<file path="src/rtl/alu_ctrl_pkg.sv">
// Shared types and constants for the ALU controller: FSM states, register file geometry, opcodes.
package alu_ctrl_pkg;

    localparam int REG_W = 16;
    localparam int NREG  = 8;
    localparam int IDX_W = 3;

    localparam logic OP_ADD = 1'b0;
    localparam logic OP_SUB = 1'b1;

    // Last ISSUE count value before giving up: counts 0..14 cover fifteen cycles.
    localparam logic [3:0] TMO_LAST = 4'd14;

    typedef enum logic [1:0] {
        IDLE  = 2'd0,
        ISSUE = 2'd1,
        WB    = 2'd2
    } state_t;

endpackage

</file>
<file path="src/rtl/alu_ctrl_regfile.sv">
// 8x16 general-purpose register file: two combinational read ports, one write port, async clear.
module alu_ctrl_regfile
    import alu_ctrl_pkg::*;
(
    input  logic             clk,
    input  logic             rst_n,
    input  logic             we,
    input  logic [IDX_W-1:0] waddr,
    input  logic [REG_W-1:0] wdata,
    input  logic [IDX_W-1:0] raddr_a,
    output logic [REG_W-1:0] rdata_a,
    input  logic [IDX_W-1:0] raddr_b,
    output logic [REG_W-1:0] rdata_b
);

    logic [REG_W-1:0] regs [NREG];

    always_ff @(posedge clk or negedge rst_n) begin
        if (!rst_n) begin
            for (int i = 0; i < NREG; i++) begin
                regs[i] <= '0;
            end
        end else if (we) begin
            regs[waddr] <= wdata;
        end
    end

    assign rdata_a = regs[raddr_a];
    assign rdata_b = regs[raddr_b];

endmodule

</file>
<file path="src/rtl/alu_ctrl.sv">
// Issues ADD/SUB instructions to an external ALU and writes the result back to the register file.
// Optional ALU_CTRL_TIMEOUT_EN adds a 15-cycle ISSUE timeout with a sticky err output.
module alu_ctrl
    import alu_ctrl_pkg::*;
(
    input  logic             clk,
    input  logic             rst_n,
    input  logic             instr_valid,
    output logic             instr_ready,
    input  logic             instr_op,
    input  logic [IDX_W-1:0] instr_rd,
    input  logic [IDX_W-1:0] instr_ra,
    input  logic [IDX_W-1:0] instr_rb,
    input  logic             ld_en,
    input  logic [IDX_W-1:0] ld_addr,
    input  logic [REG_W-1:0] ld_data,
    output logic             in_alu,
    output logic             operation,
    output logic [REG_W-1:0] operand1,
    output logic [REG_W-1:0] operand2,
    input  logic [REG_W-1:0] result,
    input  logic             out_alu,
    output logic             done,
    output logic [IDX_W-1:0] wb_addr,
    output logic [REG_W-1:0] wb_data
`ifdef ALU_CTRL_TIMEOUT_EN
    ,
    output logic             err
`endif
);

    state_t           state;
    logic [IDX_W-1:0] rd_q;
    logic             out_alu_q;
    logic             accept;
    logic             complete;
    logic             rf_we;
    logic [IDX_W-1:0] rf_waddr;
    logic [REG_W-1:0] rf_wdata;
    logic [REG_W-1:0] ra_data;
    logic [REG_W-1:0] rb_data;
`ifdef ALU_CTRL_TIMEOUT_EN
    logic [3:0]       tmo_cnt;
`endif

    assign instr_ready = (state == IDLE) && !ld_en;
    assign accept      = instr_valid && instr_ready;
    // Only a rising out_alu counts, so a level left high by the previous operation is ignored.
    assign complete    = (state == ISSUE) && out_alu && !out_alu_q;

    always_comb begin
        rf_we    = 1'b0;
        rf_waddr = ld_addr;
        rf_wdata = ld_data;
        if (state == WB) begin
            rf_we    = 1'b1;
            rf_waddr = rd_q;
            rf_wdata = wb_data;
        end else if ((state == IDLE) && ld_en) begin
            rf_we = 1'b1;
        end
    end

    alu_ctrl_regfile u_regfile (
        .clk     (clk),
        .rst_n   (rst_n),
        .we      (rf_we),
        .waddr   (rf_waddr),
        .wdata   (rf_wdata),
        .raddr_a (instr_ra),
        .rdata_a (ra_data),
        .raddr_b (instr_rb),
        .rdata_b (rb_data)
    );

    always_ff @(posedge clk or negedge rst_n) begin
        if (!rst_n) begin
            out_alu_q <= 1'b0;
        end else begin
            out_alu_q <= out_alu;
        end
    end

    always_ff @(posedge clk or negedge rst_n) begin
        if (!rst_n) begin
            state     <= IDLE;
            in_alu    <= 1'b0;
            operation <= OP_ADD;
            operand1  <= '0;
            operand2  <= '0;
            rd_q      <= '0;
            done      <= 1'b0;
            wb_addr   <= '0;
            wb_data   <= '0;
`ifdef ALU_CTRL_TIMEOUT_EN
            tmo_cnt   <= '0;
            err       <= 1'b0;
`endif
        end else begin
            done <= 1'b0;
            case (state)
                IDLE: begin
                    if (accept) begin
                        state     <= ISSUE;
                        in_alu    <= 1'b1;
                        operation <= instr_op;
                        operand1  <= rb_data;
                        operand2  <= ra_data;
                        rd_q      <= instr_rd;
`ifdef ALU_CTRL_TIMEOUT_EN
                        tmo_cnt   <= '0;
`endif
                    end
                end
                ISSUE: begin
                    if (complete) begin
                        state   <= WB;
                        in_alu  <= 1'b0;
                        wb_data <= result;
                        wb_addr <= rd_q;
                        done    <= 1'b1;
                    end
`ifdef ALU_CTRL_TIMEOUT_EN
                    else if (tmo_cnt == TMO_LAST) begin
                        state  <= IDLE;
                        in_alu <= 1'b0;
                        err    <= 1'b1;
                    end else begin
                        tmo_cnt <= tmo_cnt + 4'd1;
                    end
`endif
                end
                WB: begin
                    state <= IDLE;
                end
                default: begin
                    state <= IDLE;
                end
            endcase
        end
    end

endmodule

</file>
<file path="config.mk">
export PLATFORM = sky130hd
export DESIGN_NAME = alu_ctrl
export DESIGN_NICKNAME = d
export VERILOG_FILES = /design/src/rtl/alu_ctrl_pkg.sv /design/src/rtl/alu_ctrl_regfile.sv /design/src/rtl/alu_ctrl.sv
export SDC_FILE = /design/constraint.sdc
export NUM_CORES = 1
export LEC_CHECK = 0
export CAP_MARGIN = 20
export CORE_ASPECT_RATIO = 0.9
export CORE_MARGIN = 4
export CORE_UTILIZATION = 57
export DETAILED_ROUTE_END_ITERATION = 16
export PLACE_DENSITY_LB_ADDON = 0.15
export SLEW_MARGIN = 15
export SYNTH_ARGS = -nofsm -noshare
export SYNTH_HDL_FRONTEND = slang
export SYNTH_SLANG_ARGS = --single-unit
</file>
<file path="constraint.sdc">
create_clock -name clk -period 2.4 [get_ports clk]
set_input_delay 0.6 -clock clk [delete_from_list [all_inputs] [get_ports clk]]
set_output_delay 0.6 -clock clk [all_outputs]
set_load 0.02 [all_outputs]
</file>
# After elaboration in Yosys (flattened, before gate mapping)
# Cells that the tools add are included.
[totals] word_cells=64 regBits=188 out_inout_bits=55 input_bits=50
[op_classes] n_bitwise=3 n_lt_le_gt_ge=4 mux=21 reduce_logical=14 n_eq_ne=4
[ops] cell="bitwise mux 128 bit" count=1
[ops] cell="binary-select mux 16 bit (select 3 bit)" count=2
[ops] cell="two-way mux 16 bit" count=6
[ops] cell="demux 16 bit (select 3 bit)" count=1
[ops] cell=">= comparator 4 bit, second input constant" count=3
[ops] cell="inverter 3 -> 4 bit" count=3
[ops] cell="logical AND 1 bit" count=6
[ops] cell="two-way mux 1 bit" count=6
[ops] cell="AND reduction 2 bit" count=3
[ops] cell="< comparator 4 x 1 -> 1 bit, second input constant" count=1
[ops] cell="two-way mux 2 bit" count=2
[ops] cell="inequality test 2 bit, second input constant" count=2
[ops] cell="one-hot mux 2 bit (2 select lines)" count=1
[ops] cell="two-way mux 3 bit" count=1
[ops] cell="AND reduction 3 bit" count=1
[ops] cell="equality test 2 x 1 -> 1 bit, second input constant" count=1
[ops] cell="equality test 2 bit, second input constant" count=1
[ops] cell="logical NOT 1 bit" count=2
[ops] cell="logical NOT 2 bit" count=1
[ops] cell="one-hot mux 1 bit (2 select lines)" count=1
[ops] cell="nonzero test 2 bit" count=1

# Logic depth before layout (Yosys ltp)
# Gate-level depths: netlist (run 1).
[depth] depth_word=8 depth_mapped=6 ltp_nobuf=4

# By module
# Synthesis (run 1) repeated with hierarchy kept, for this count alone.
[unflattened] hier_cells=547 area_unflattened_um2=9505.4
[by_module_without_submodules] mod="alu_ctrl_regfile" seq_area_each_um2=3203.1 area_each_um2=7000.5 n_inst=1 cells_per_inst=393
[by_module_without_submodules] mod="alu_ctrl" seq_area_each_um2=1501.4 area_each_um2=2504.9 n_inst=1 cells_per_inst=154

# Worst setup path after synthesis (run 1)
# OpenSTA, ideal clock, no wires.
[synth_path] path_kind="input-to-reg" from="input ld_addr[0]" to="register u_regfile.regs[117] (netlist name)" arrival_time_ns=1.907 cell_stages=6 n_path_buf=2 setup_ns=0.127 path_slack_ns=0.365 cell_sequence="or3b_4 > a21oi_4 > nor2b_1 > buf_4 > buf_6 > mux2_1"
[synth_via] elab_chain_len=7 word_cells_on_any_way=8 classes_between="order compare: 2; mux: 4; bitwise: 1; reduce/logical: 1"
[synth_rtl] element="start, declared" line_no="alu_ctrl.sv:15" text="input logic [IDX_W-1:0] ld_addr,"
[synth_rtl] element="two-way mux 3 bit (*)" line_no="alu_ctrl.sv:55" text="if (state == WB) begin"
[synth_rtl] element="inverter 3 -> 4 bit (implied by the code) (*)" line_no="alu_ctrl_regfile.sv:24" text="regs[waddr] <= wdata;"
[synth_rtl] element=">= comparator 4 bit (implied by the code) or < comparator 4 x 1 -> 1 bit (tied branches)" line_no="alu_ctrl_regfile.sv:24"
[synth_rtl] element="logical AND 1 bit (implied by the code)" line_no="alu_ctrl_regfile.sv:24"
[synth_rtl] element="two-way mux 16 bit (implied by the code)" line_no="alu_ctrl_regfile.sv:24"
[synth_rtl] element="demux 16 bit (select 3 bit) (*)" line_no="alu_ctrl_regfile.sv:24"
[synth_rtl] element="bitwise mux 128 bit (*)" line_no="alu_ctrl_regfile.sv:24"
[synth_rtl] element="end signal, assigned by index" line_no="alu_ctrl_regfile.sv:24"
[synth_rtl] element="end, declared" line_no="alu_ctrl_regfile.sv:16" text="logic [REG_W-1:0] regs [NREG];"
# Every way passes the cells marked *; elsewhere a longest branch is shown, timed or not.
# A chain may end at the register's enable or synchronous reset.

# Final worst setup path (run 1)
[layout_path] from="input ld_en" to="output instr_ready"
[layout_via] elab_chain_len=2
[layout_rtl] element="start, declared" line_no="alu_ctrl.sv:14" text="input logic ld_en,"
[layout_rtl] element="logical NOT 1 bit" line_no="alu_ctrl.sv:46" text="assign instr_ready = (state == IDLE) && !ld_en;"
[layout_rtl] element="logical AND 1 bit" line_no="alu_ctrl.sv:46"
[layout_rtl] element="end, declared" line_no="alu_ctrl.sv:9" text="output logic instr_ready,"
# No other way between the ends.

==> results of run 1 <==
[worst max-delay path, delay by kind of cell]
kind          cells  cell delay (ns)
simple gates      1             0.22
buf+inv           2             0.82
[layout by cell type, fill, tap and decap left out, drive strengths merged]
cell type,Yosys,layout
nor2,4,4
nand4bb,2,2
clkinvlp,0,5
nand2b,4,4
or3b,1,1
mux2i,130,130
nand3b,1,1
a21oi,2,2
clkbuf,21,18
inv,1,2
buf,28,38
nor3,1,1
nand2,74,74
o21ai,36,36
nor2b,8,8
and2,2,2
mux2,167,167
a22oi,64,64
nor3b,2,2
clkdlybuf4s50,0,100
dfrtp,188,188
clkinv,0,4
bufinv,0,5
dlygate4sd2,0,1
[cell type report]
type,instances,area share (%)
flip-flops and latches,188,40.9
inverters,1,0.0327
well taps,202,2.20
clock inverters,15,1.92
repair buffers,140,13.5
multi-input cells,498,37.7
clock buffers,17,3.70
[what timing repair did]
action | 4_1_cts | 5_1_grt
resized for setup | 1 | 0
endpoints found under the hold margin | 0 | 0
buffers inserted | 0 | 0
setup endpoints to repair | 1 | 0
[flip-flops by register name, indices dropped and copies added, names as in the netlist]
signal,flops
u_regfile.regs,128
operand1,16
operand2,16
wb_data,16
rd_q,3
wb_addr,3
state,2
done,1
in_alu,1
operation,1
out_alu_q,1
[power by group]
group          switching (mW)  internal (mW)  leakage (nW)
clock network            1.22           1.85         0.301
registers                1.20           4.74          2.24
logic                    2.15           2.63          2.59
total                    4.56           9.22          5.13
[routing by layer]
layer  track usage, %  vias to the layer above  part of all wire, %
met3             5.39                       39                  3.9
li1                 -                     2912                    -
met5                0                        -                    0
met1             33.6                     3255                   44
met4             7.55                        0                  1.8
met2             42.9                      162                   50
[final timing paths]
check / from / end / slack (ns) / depth (start not counted)
max in group asynchronous: rst_n / wb_data[14] / 1.66 / 2
worst min register to register: operand2[1] / operand2[1] / 0.48 / 2
worst max-delay path: ld_en / instr_ready / 0.16 / 3
worst max register to register: state[1] / u_regfile.regs[125] / 0.32 / 4
min in group clk: operand2[1] / operand2[1] / 0.48 / 2
worst min-delay path: rst_n / operand2[1] / 0.12 / 1
[metrics by stage]
step                power (mW)  cells  setup slack [ns]  hold slack, ns  TNS (ns)
global placement          10.3   1029            -0.167           0.456     -3.26
CTS                       13.8   1061             0.161           0.118         0
detailed placement        10.7   1029            -0.216           0.470     -6.02
global route              14.6   1061            0.0875           0.132         0
finish                    13.8   1061             0.161           0.120         0
floorplan                 8.72    736             0.365           0.304         0
[cells by family after synthesis]
kind of cell	count (synthesis)	synth area share, %
flip-flops	188	50.7
multiplexers	297	34.3
AND/OR/NAND/NOR	99	4.92
AO/OA/AOI/OAI	102	7.39
buffers and inverters	50	2.67
==> reports/metrics.yaml, run 1 <==
leakage_nw: 5.13
drv_slew: 0
n_antenna_cell: 0
hp-class: "input pin to async pin"
clockBufferDepth: 2
routed-via-count: 6368
cp_cell_sequence: "clkdlybuf4s50_1 -> nor3_1 -> dlygate4sd2_1"
drt-initial-drc-count: 484
die_w_microns: 143
cp_data_arrival_time_ns: 1.64
dp_hpwl_microns: 14600
die_h_microns: 129
syn-cell-area_sq_um: 9280
final_core_util_pct: 73.1
finalSetupViolations: 0
cts.sinks: 188
grt_first_pass_wirelength_microns: 36300
seq_area_frac_synth_pct: 50.7
totalWireLength_microns: 22800
rsz0062_at_grt: "false"
crit_fanout: 3
first_global_vias: 6769
crit_slowest_cell: "clkdlybuf4s50_1"
synthTopCellsByCount: "dfrtp_1, mux2_2, mux2i_1"
fill_cells: 1068
netlist.area_leader.share_pct: 50.7
ctsHoldBuffers: 0
initial_core_util_pct: 59.1
fin_nets: 896
fmax_mhz: 447
worst_setup_path_start_kind: "input pin"
drc: 0
syn_nets: 786
cts_inserted_buffers: 17
peakVddDrop_mv: 0.826
yosysWarnings: 0
worst_slew_pin_slew_ns: 0.444
cts.clk_slew.worst_paths_ns: 0.06
powerDensity_nw_per_um2: 1200
first_pass_iters: 5
cts_tree: "done"
synth.ff_latch_count: 188
synth.area.top_cells: "dfrtp_1, mux2_2, mux2i_1"
grt_max_degree: 52
hold_violations: 0
grt.total_usage_pct: 25.5
drive_gt1_share_pct: 27.8
ys_types: 28
vias_per_cell: 6.00
syn_inst: 736
register_area_sq_um: 4700
multiInputGateArea_sq_um: 4340
max-slew-margin-rel_pct: 70.4
num_rows: 43
clock_latency_ns: 0.43
cts_max_level: 4
post-synth-top-count-cell: "dfrtp_1"
post-route-cell-area_sq_um: 11500
antenna_found_initial: 0
overflow: 0
status: "finished, final reports clean"
wl_per_cell_microns: 21.5
die_area_sq_um: 18400
area_growth_syn_to_layout_pct: 23.8
portBuffers: 104
synthArstFlopShare_pct: 100
required_ns: 1.80
gp_congestion: 0.814
dpl_cell_area_sq_um: 10800
critPathKind: "input pin to output pin"
max-cap-violations: 0
synth_top_cell_by_area: "dfrtp_1"
cpPeakStageDelay_ns: 0.45
skew_ns: 0.00740
io_pins: 105
synth-edff-count: 0
period_share_pct: 93.3
cts-root-buf: "clkbuf_16"
cp-end-kind: "output pin"
core_sq_um: 15700
synthFlopType: "dfrtp_1"
fin_crit_ns: 2.24
antenna_left: 0
avgSynthCellArea_sq_um: 12.6
Power figures use the tool's default switching activity.
==> run 2, diff against run 1 <==
--- a/config.mk
+++ b/config.mk
@@ -5,7 +5,7 @@
 export SDC_FILE = /design/constraint.sdc
 export NUM_CORES = 1
 export LEC_CHECK = 0
-export CAP_MARGIN = 20
+export CAP_MARGIN = 30
 export CORE_ASPECT_RATIO = 0.9
 export CORE_MARGIN = 4
 export CORE_UTILIZATION = 57
==> results of run 2 <==
No change in the layout: final DEF, timing and power equal those of run 1.
==> run 3, diff against run 2 <==
--- a/config.mk
+++ b/config.mk
@@ -9,6 +9,7 @@
 export CORE_ASPECT_RATIO = 0.9
 export CORE_MARGIN = 4
 export CORE_UTILIZATION = 57
+export CTS_CLUSTER_SIZE = 12
 export DETAILED_ROUTE_END_ITERATION = 16
 export PLACE_DENSITY_LB_ADDON = 0.15
 export SLEW_MARGIN = 15
==> results of run 3 <==
No change in the layout: final DEF, timing and power equal those of run 1.
==> RTL change 1, RTL diff (flow settings as in run 2) <==
Build with the macro `ALU_CTRL_TIMEOUT_EN` defined.
--- a/src/rtl/alu_ctrl.sv
+++ b/src/rtl/alu_ctrl.sv
@@ -1,4 +1,6 @@
 // Issues ADD/SUB instructions to an external ALU and writes the result back to the register file.
 // Optional ALU_CTRL_TIMEOUT_EN adds a 15-cycle ISSUE timeout with a sticky err output.
+`define ALU_CTRL_TIMEOUT_EN
+
 module alu_ctrl
     import alu_ctrl_pkg::*;
Check against the original RTL (old outputs only; new: err): same outputs for any inputs over 4 cycles, from zero or initial values and one cycle with rst_n low; that may be too few to reach the edited logic, so the function may still have changed.
==> RTL change 1 against run 2 <==
- power grew 0.24%
- routed wire length up 8.1%
- synthesized area is 3.1% higher
- sequential cell count up 5
- first-iteration DRC count shrank 6.2%
- final area increased by 2.6%
- setup slack better by 0.085 ns
- global-route usage is 1.5 points higher
- utilization fell by 0.82 points
- count of clock-buffer cells in the layout up 9
- largest power group unchanged
- highest routed layer unchanged
==> RTL change 1: results (changes against run 2) <==
Outcome
  • Status: completed (unchanged)

Synth
  • Synth top area cells: dfrtp_1 (50%), mux2_2 (19%), mux2i_1 (14%) (was dfrtp_1 (51%), mux2_2 (19%), mux2i_1 (14%))
  • Post-synth top cells: dfrtp_1 (193), mux2_2 (163), mux2i_1 (131) (was dfrtp_1 (188), mux2_2 (156), mux2i_1 (129))
  • Synth unique cells: 35 (was 28)
  • Ys async rst share: 100.0% (unchanged)
  • Register area share after synthesis: 50.46% (was 50.69%)
  • Top-area cell type share of the netlist area: 50.46% (was 50.69%)
  • Post-Syn Nets: 823 (was 786)

Timing
  • Clock skew: 0.009052 ns (was 0.007398 ns)
  • Least-Margin Pin Slew: 0.5031 ns (was 0.4439 ns)

CTS
  • Post-CTS Setup Bufs: 0 (unchanged)
  • Reg clk slew, reported paths: 0.07 ns
  • H-Tree Level Count: 4 (unchanged)

Layout
  • Max reg flops: 128 (unchanged)
  • Layout cell share with drive strength beyond 1: 27.79% (was 27.82%)
  • Layout fillers: 1107 (was 1068)
  • Largest Register: u_regfile.regs (unchanged)
  • NumNets Final: 937 (was 896)
  • N_diodes: 0 (unchanged)

Detailed routing
  • DRT Pass-1 Iters: 6 (was 5)
  • Length of routed met3 wiring: 1.408 mm (was 882 um)
  • Routed WL per cell: 22.33 um (was 21.46 um)
  • DRT met1 WL: 10.84 mm (was 10.08 mm)
  • DR iter-0 viols: 454 (was 484)
  • Via count: 6794 (was 6368)
  • Met2 WL post-DR: 12.00 mm (was 11.40 mm)

Pwr
  • Leakage: 5.312 nW (was 5.130 nW)
  • Peak supply drop: 0.6489 mV (was 0.8256 mV)
  • Cell internal pwr: 9.218 mW (was 9.222 mW)

Setup path
  • Crit-path leading delay family: buffers and inverters (unchanged)
  • Reg-to-Reg End: u_regfile.regs[44]$_DFFE_PN0P_ (was u_regfile.regs[125]$_DFFE_PN0P_)
  • Max stage delay on crit path: 0.51 ns (was 0.45 ns)
  • CP arrival: 2.46 ns (was 1.64 ns)
  • Crit Path Max Fanout: 16 (was 3)
  • R2r worst-path depth: 6 (was 4)
  • Worst R2R Setup Slack: 0.35 ns (was 0.32 ns)

Placed design
  • Place WS: -0.2012 ns (was -0.2163 ns)
  • Post-DP HPWL: 15.88 mm (was 14.63 mm)
  • GPL Wtd Cong: 0.8391 (was 0.8137)
  • I/O Buffers: 105 (was 104)
  • Cell Area, Placed: 0.01119 sq mm (was 0.01084 sq mm)

Global route
  • Met1 Use GR: 36.25% (was 33.57%)
  • Met2 usage: 44.32% (was 42.90%)
  • Global-route wire length before repair: 38.74 mm (was 36.26 mm)
  • Largest net degree at the start of global routing: 62 (was 52)
  • Tot GR Track Use: 26.99% (was 25.47%)
  • Number of global-route vias before repair: 7190 (was 6769)
  • GRT met3 Usage: 6.186% (was 5.387%)
==> RTL change 1: cell types whose count changed in the layout (fill, tap and decap cells not counted), sizes merged, moves of 3 or more <==
cell             run 2  this run
buf                 38        43
nand3                0        34
dfrtp              188       193
nand2               74        86
clkinvlp             5         1
o21ai               36         4
mux2               167       163
clkbuf              18        27
bufinv               5         2
clkinv               4         1
==> RTL change 1: area by class of cell <==
class / count / area [sq um] / share of cell area [%]
Sequential cell: 193 / 4832 / 41.01
Multi-Input combinational cell: 526 / 4491 / 38.11
Timing Repair Buffer: 146 / 1607 / 13.63
Clock buffer: 26 / 519.2 / 4.406
Tap cell: 207 / 259.0 / 2.198
Clock inverter: 4 / 72.57 / 0.6158
Inverter: 1 / 3.754 / 0.03185
==> RTL change 1: power by group through the flow <==
stage               logic, mW  clock network [mW]  registers, mW
floorplan                2.62                   0           6.30
global placement         4.67                   0           5.95
detailed placement       4.84                   0           6.10
CTS                      4.89                2.88           6.07
global route             5.28                3.01           6.29
finish                   4.86                2.85           6.11
==> RTL change 1: kinds of logic (layout without fill, tap and decap cells) <==
logic type / Yosys count / count (layout) / share of synthesized area (%)
muxes: 294 / 294 / 32.88
buffers and inverters: 52 / 177 / 2.771
adders and majority gates: 2 / 2 / 0.2614
DFF: 193 / 193 / 50.46
and+or+nand+nor: 154 / 154 / 7.673
AOI/OAI and AO/OA: 76 / 76 / 5.961
==> RTL change 1: worst reg2reg max path, cell delays in order, from the launching register on <==
cell and delay [ns]:
dfrtp_2 0.49, nor2b_2 0.32, buf_4 0.28, o21ai_1 0.16, nand2_2 0.13, buf_4 0.20, mux2_2 0.36
==> RTL change 1: worst max path at each step <==
stage	slack [ns]	start	to
floorplan	0.34	ld_addr[0]	u_regfile.regs[117]$_DFFE_PN0P_
CTS	0.26	ld_en	u_regfile.regs[118]$_DFFE_PN0P_
global placement	-0.17	ld_en	u_regfile.regs[117]$_DFFE_PN0P_
global route	0.20	ld_en	instr_ready
detailed placement	-0.20	ld_en	u_regfile.regs[118]$_DFFE_PN0P_
finish	0.25	ld_en	u_regfile.regs[118]$_DFFE_PN0P_
==> RTL change 1: stage by stage <==
step / TNS [ns] / util [%] / std cells / hold WS [ns]
after detailed placement: -8.363 / 68.67 / 1073 / 0.4637
final: 0 / 72.31 / 1103 / 0.1387
after floorplan: 0 / - / 771 / 0.3044
after global routing: 0 / 72.31 / 1103 / 0.1685
after CTS: 0 / 72.31 / 1103 / 0.1523
after global placement: -4.504 / 68.67 / 1073 / 0.4588
==> RTL change 1: what timing repair did <==
item,CTS,global route
hold buffers,0,0
endpoints found under the hold margin,0,0
gates resized for setup,3,0
endpoints found under the setup margin,1,0
==> RTL change 2, RTL diff (flow settings as in run 2) <==
Made on the original files. Re-encode `state_t` (3 states) as one-hot, 3 bits wide.
--- a/src/rtl/alu_ctrl_pkg.sv
+++ b/src/rtl/alu_ctrl_pkg.sv
@@ -12,8 +12,8 @@
     localparam logic [3:0] TMO_LAST = 4'd14;
 
-    typedef enum logic [1:0] {
-        IDLE  = 2'd0,
-        ISSUE = 2'd1,
-        WB    = 2'd2
+    typedef enum logic [2:0] {
+        IDLE  = 3'b001,
+        ISSUE = 3'b010,
+        WB    = 3'b100
     } state_t;
 
Function: same outputs for any inputs over 4 cycles, from zero or initial values and one cycle with rst_n low; so few cycles prove little.
==> RTL change 2 against run 2 <==
- via count grew 2.8%
- synthesized area increased by 2.4%
- power fell by 20%
- global-route usage increased by 1.0 points
- count of clock-buffer cells in the layout up 3
- hold slack improved by 0.038 ns
- synthesized cell count up 0.54%
- routed wire length grew 4.4%
- final area up 1.2%
- setup slack lost 0.039 ns
- sequential cell count rose by 1
- critical path type unchanged
==> RTL change 2: results (changes against run 2) <==
Setup path
  • CP arrival: 1.68 ns (was 1.64 ns)
  • Worst R2R Setup Slack: 0.25 ns (was 0.32 ns)
  • Crit-path leading delay family: buffers and inverters (unchanged)
  • Max stage delay on crit path: 0.44 ns
  • Reg-to-Reg End: u_regfile.regs[14]$_DFFE_PN0P_ (was u_regfile.regs[125]$_DFFE_PN0P_)
  • Crit Path Max Fanout: 2 (was 3)
  • Worst r2r src: state[2]$_DFFE_PN0P_ (was state[1]$_DFFE_PN0P_)

CTS
  • Clk_lat worst skew: 0.43 ns (about the same)
  • CTS Buffer Depth: 2 (unchanged)
  • Clock root buffer master: clkbuf_16 (unchanged)
  • Post-CTS sizing: 1 (unchanged)
  • Post-CTS Setup Bufs: 0 (unchanged)

Global route
  • Met1 Use GR: 36.14% (was 33.57%)
  • Number of global-route vias before repair: 7018 (was 6769)
  • Largest net degree at the start of global routing: 72 (was 52)
  • Met2 usage: 43.57% (was 42.90%)
  • GRT met3 Usage: 4.512% (was 5.387%)
  • Global-route wire length before repair: 37.96 mm (was 36.26 mm)
  • Tot GR Track Use: 26.50% (was 25.47%)

Layout
  • Max reg flops: 128 (unchanged)
  • NumNets Final: 900 (was 896)
  • Layout fillers: 1111 (was 1068)
  • N_diodes: 0 (unchanged)
  • Layout cell share with drive strength beyond 1: 29.47% (was 27.82%)

Synth
  • Mux cell area share after synthesis: 34.95% (was 34.33%)
  • Register area share after synthesis: 49.78% (was 50.69%)
  • Synth top area cells: dfrtp_1 (49%), mux2_2 (16%), mux2i_1 (14%) (was dfrtp_1 (51%), mux2_2 (19%), mux2i_1 (14%))
  • Post-Syn Nets: 790 (was 786)
  • Compound-cell area share of the yosys netlist: 7.162% (was 7.388%)
  • Main synth FF type: dfrtp_1 (unchanged)
  • Post-synth top cells: dfrtp_1 (188), mux2_2 (137), mux2i_1 (130) (was dfrtp_1 (188), mux2_2 (156), mux2i_1 (129))
  • Synth unique cells: 31 (was 28)

Timing
  • Fin Hold WS: 0.1581 ns (was 0.1203 ns)
  • Max transition margin: 57.07% (was 70.41%)
  • Clock skew: 0.008244 ns (was 0.007398 ns)

Detailed routing
  • Routed WL per cell: 22.25 um (was 21.46 um)
  • DRT Pass-1 Iters: 5 (unchanged)
  • Via count: 6547 (was 6368)
  • DR iter-0 viols: 513 (was 484)

Outcome
  • Status: completed (unchanged)

Job
  • Max-cap violations: 0 (unchanged)

Pwr
  • Peak supply drop: 0.5972 mV (was 0.8256 mV)
  • Leakage: 5.324 nW (was 5.130 nW)

Min path
  • Worst min-delay path class: input pin to async pin (unchanged)

Placed design
  • Cell Area, Placed: 0.01102 sq mm (was 0.01084 sq mm)
  • Post-DP HPWL: 14.84 mm (was 14.63 mm)
  • GPL Wtd Cong: 0.7728 (was 0.8137)
RTL change 2: stage by stage:
| step | instances | setup slack, ns |
|---|---|---|
| 2_1_floorplan | 740 | 0.04628 |
| 3_3_place_gp | 1038 | -0.2417 |
| 3_5_place_dp | 1038 | -0.2492 |
| 4_1_cts | 1069 | 0.02870 |
| 5_1_grt | 1069 | 0.03328 |
| 6_report | 1069 | 0.1223 |
RTL change 2: cells by family after synthesis:
group | Yosys count
AO/OA/AOI/OAI | 101
buffers and inverters | 51
flip-flops | 189
multiplexers | 299
AND/OR/NAND/NOR | 100
RTL change 2: worst max path at each step:
stage / start / slack, ns / to
after detailed placement: ld_en / -0.25 / instr_ready
after global placement: ld_en / -0.24 / instr_ready
after CTS: state[0]$_DFFE_PN1P_ / 0.03 / instr_ready
after global routing: ld_en / 0.03 / instr_ready
after floorplan: ld_en / 0.05 / rd_q[0]$_DFFE_PN0P_
final: ld_en / 0.12 / instr_ready
RTL change 2: final cells by class:
cell class / count / area [sq um] / share of cell area [%]
clock buffers: 20 / 456.7 / 3.929
clock inverters: 11 / 142.6 / 1.227
inverters: 1 / 3.754 / 0.03229
multi-input cells: 500 / 4493 / 38.65
flip-flops and latches: 189 / 4731 / 40.70
well taps: 207 / 259.0 / 2.228
repair buffers: 141 / 1539 / 13.24
RTL change 2: where the power goes:
group	switching, mW	internal, mW	total, mW	leakage, nW
Combinational	1.42	1.80	3.22	2.73
Clock	1.20	1.68	2.88	0.292
Sequential	0.753	4.17	4.92	2.30
Total	3.38	7.65	11.0	5.32
RTL change 2: layer usage:
metal / routed length [um] / vias up
li1: - / 2927
met1: 10610 / 3365
met2: 11510 / 212
met3: 1164 / 43
met4: 500 / 0
met5: 0 / -
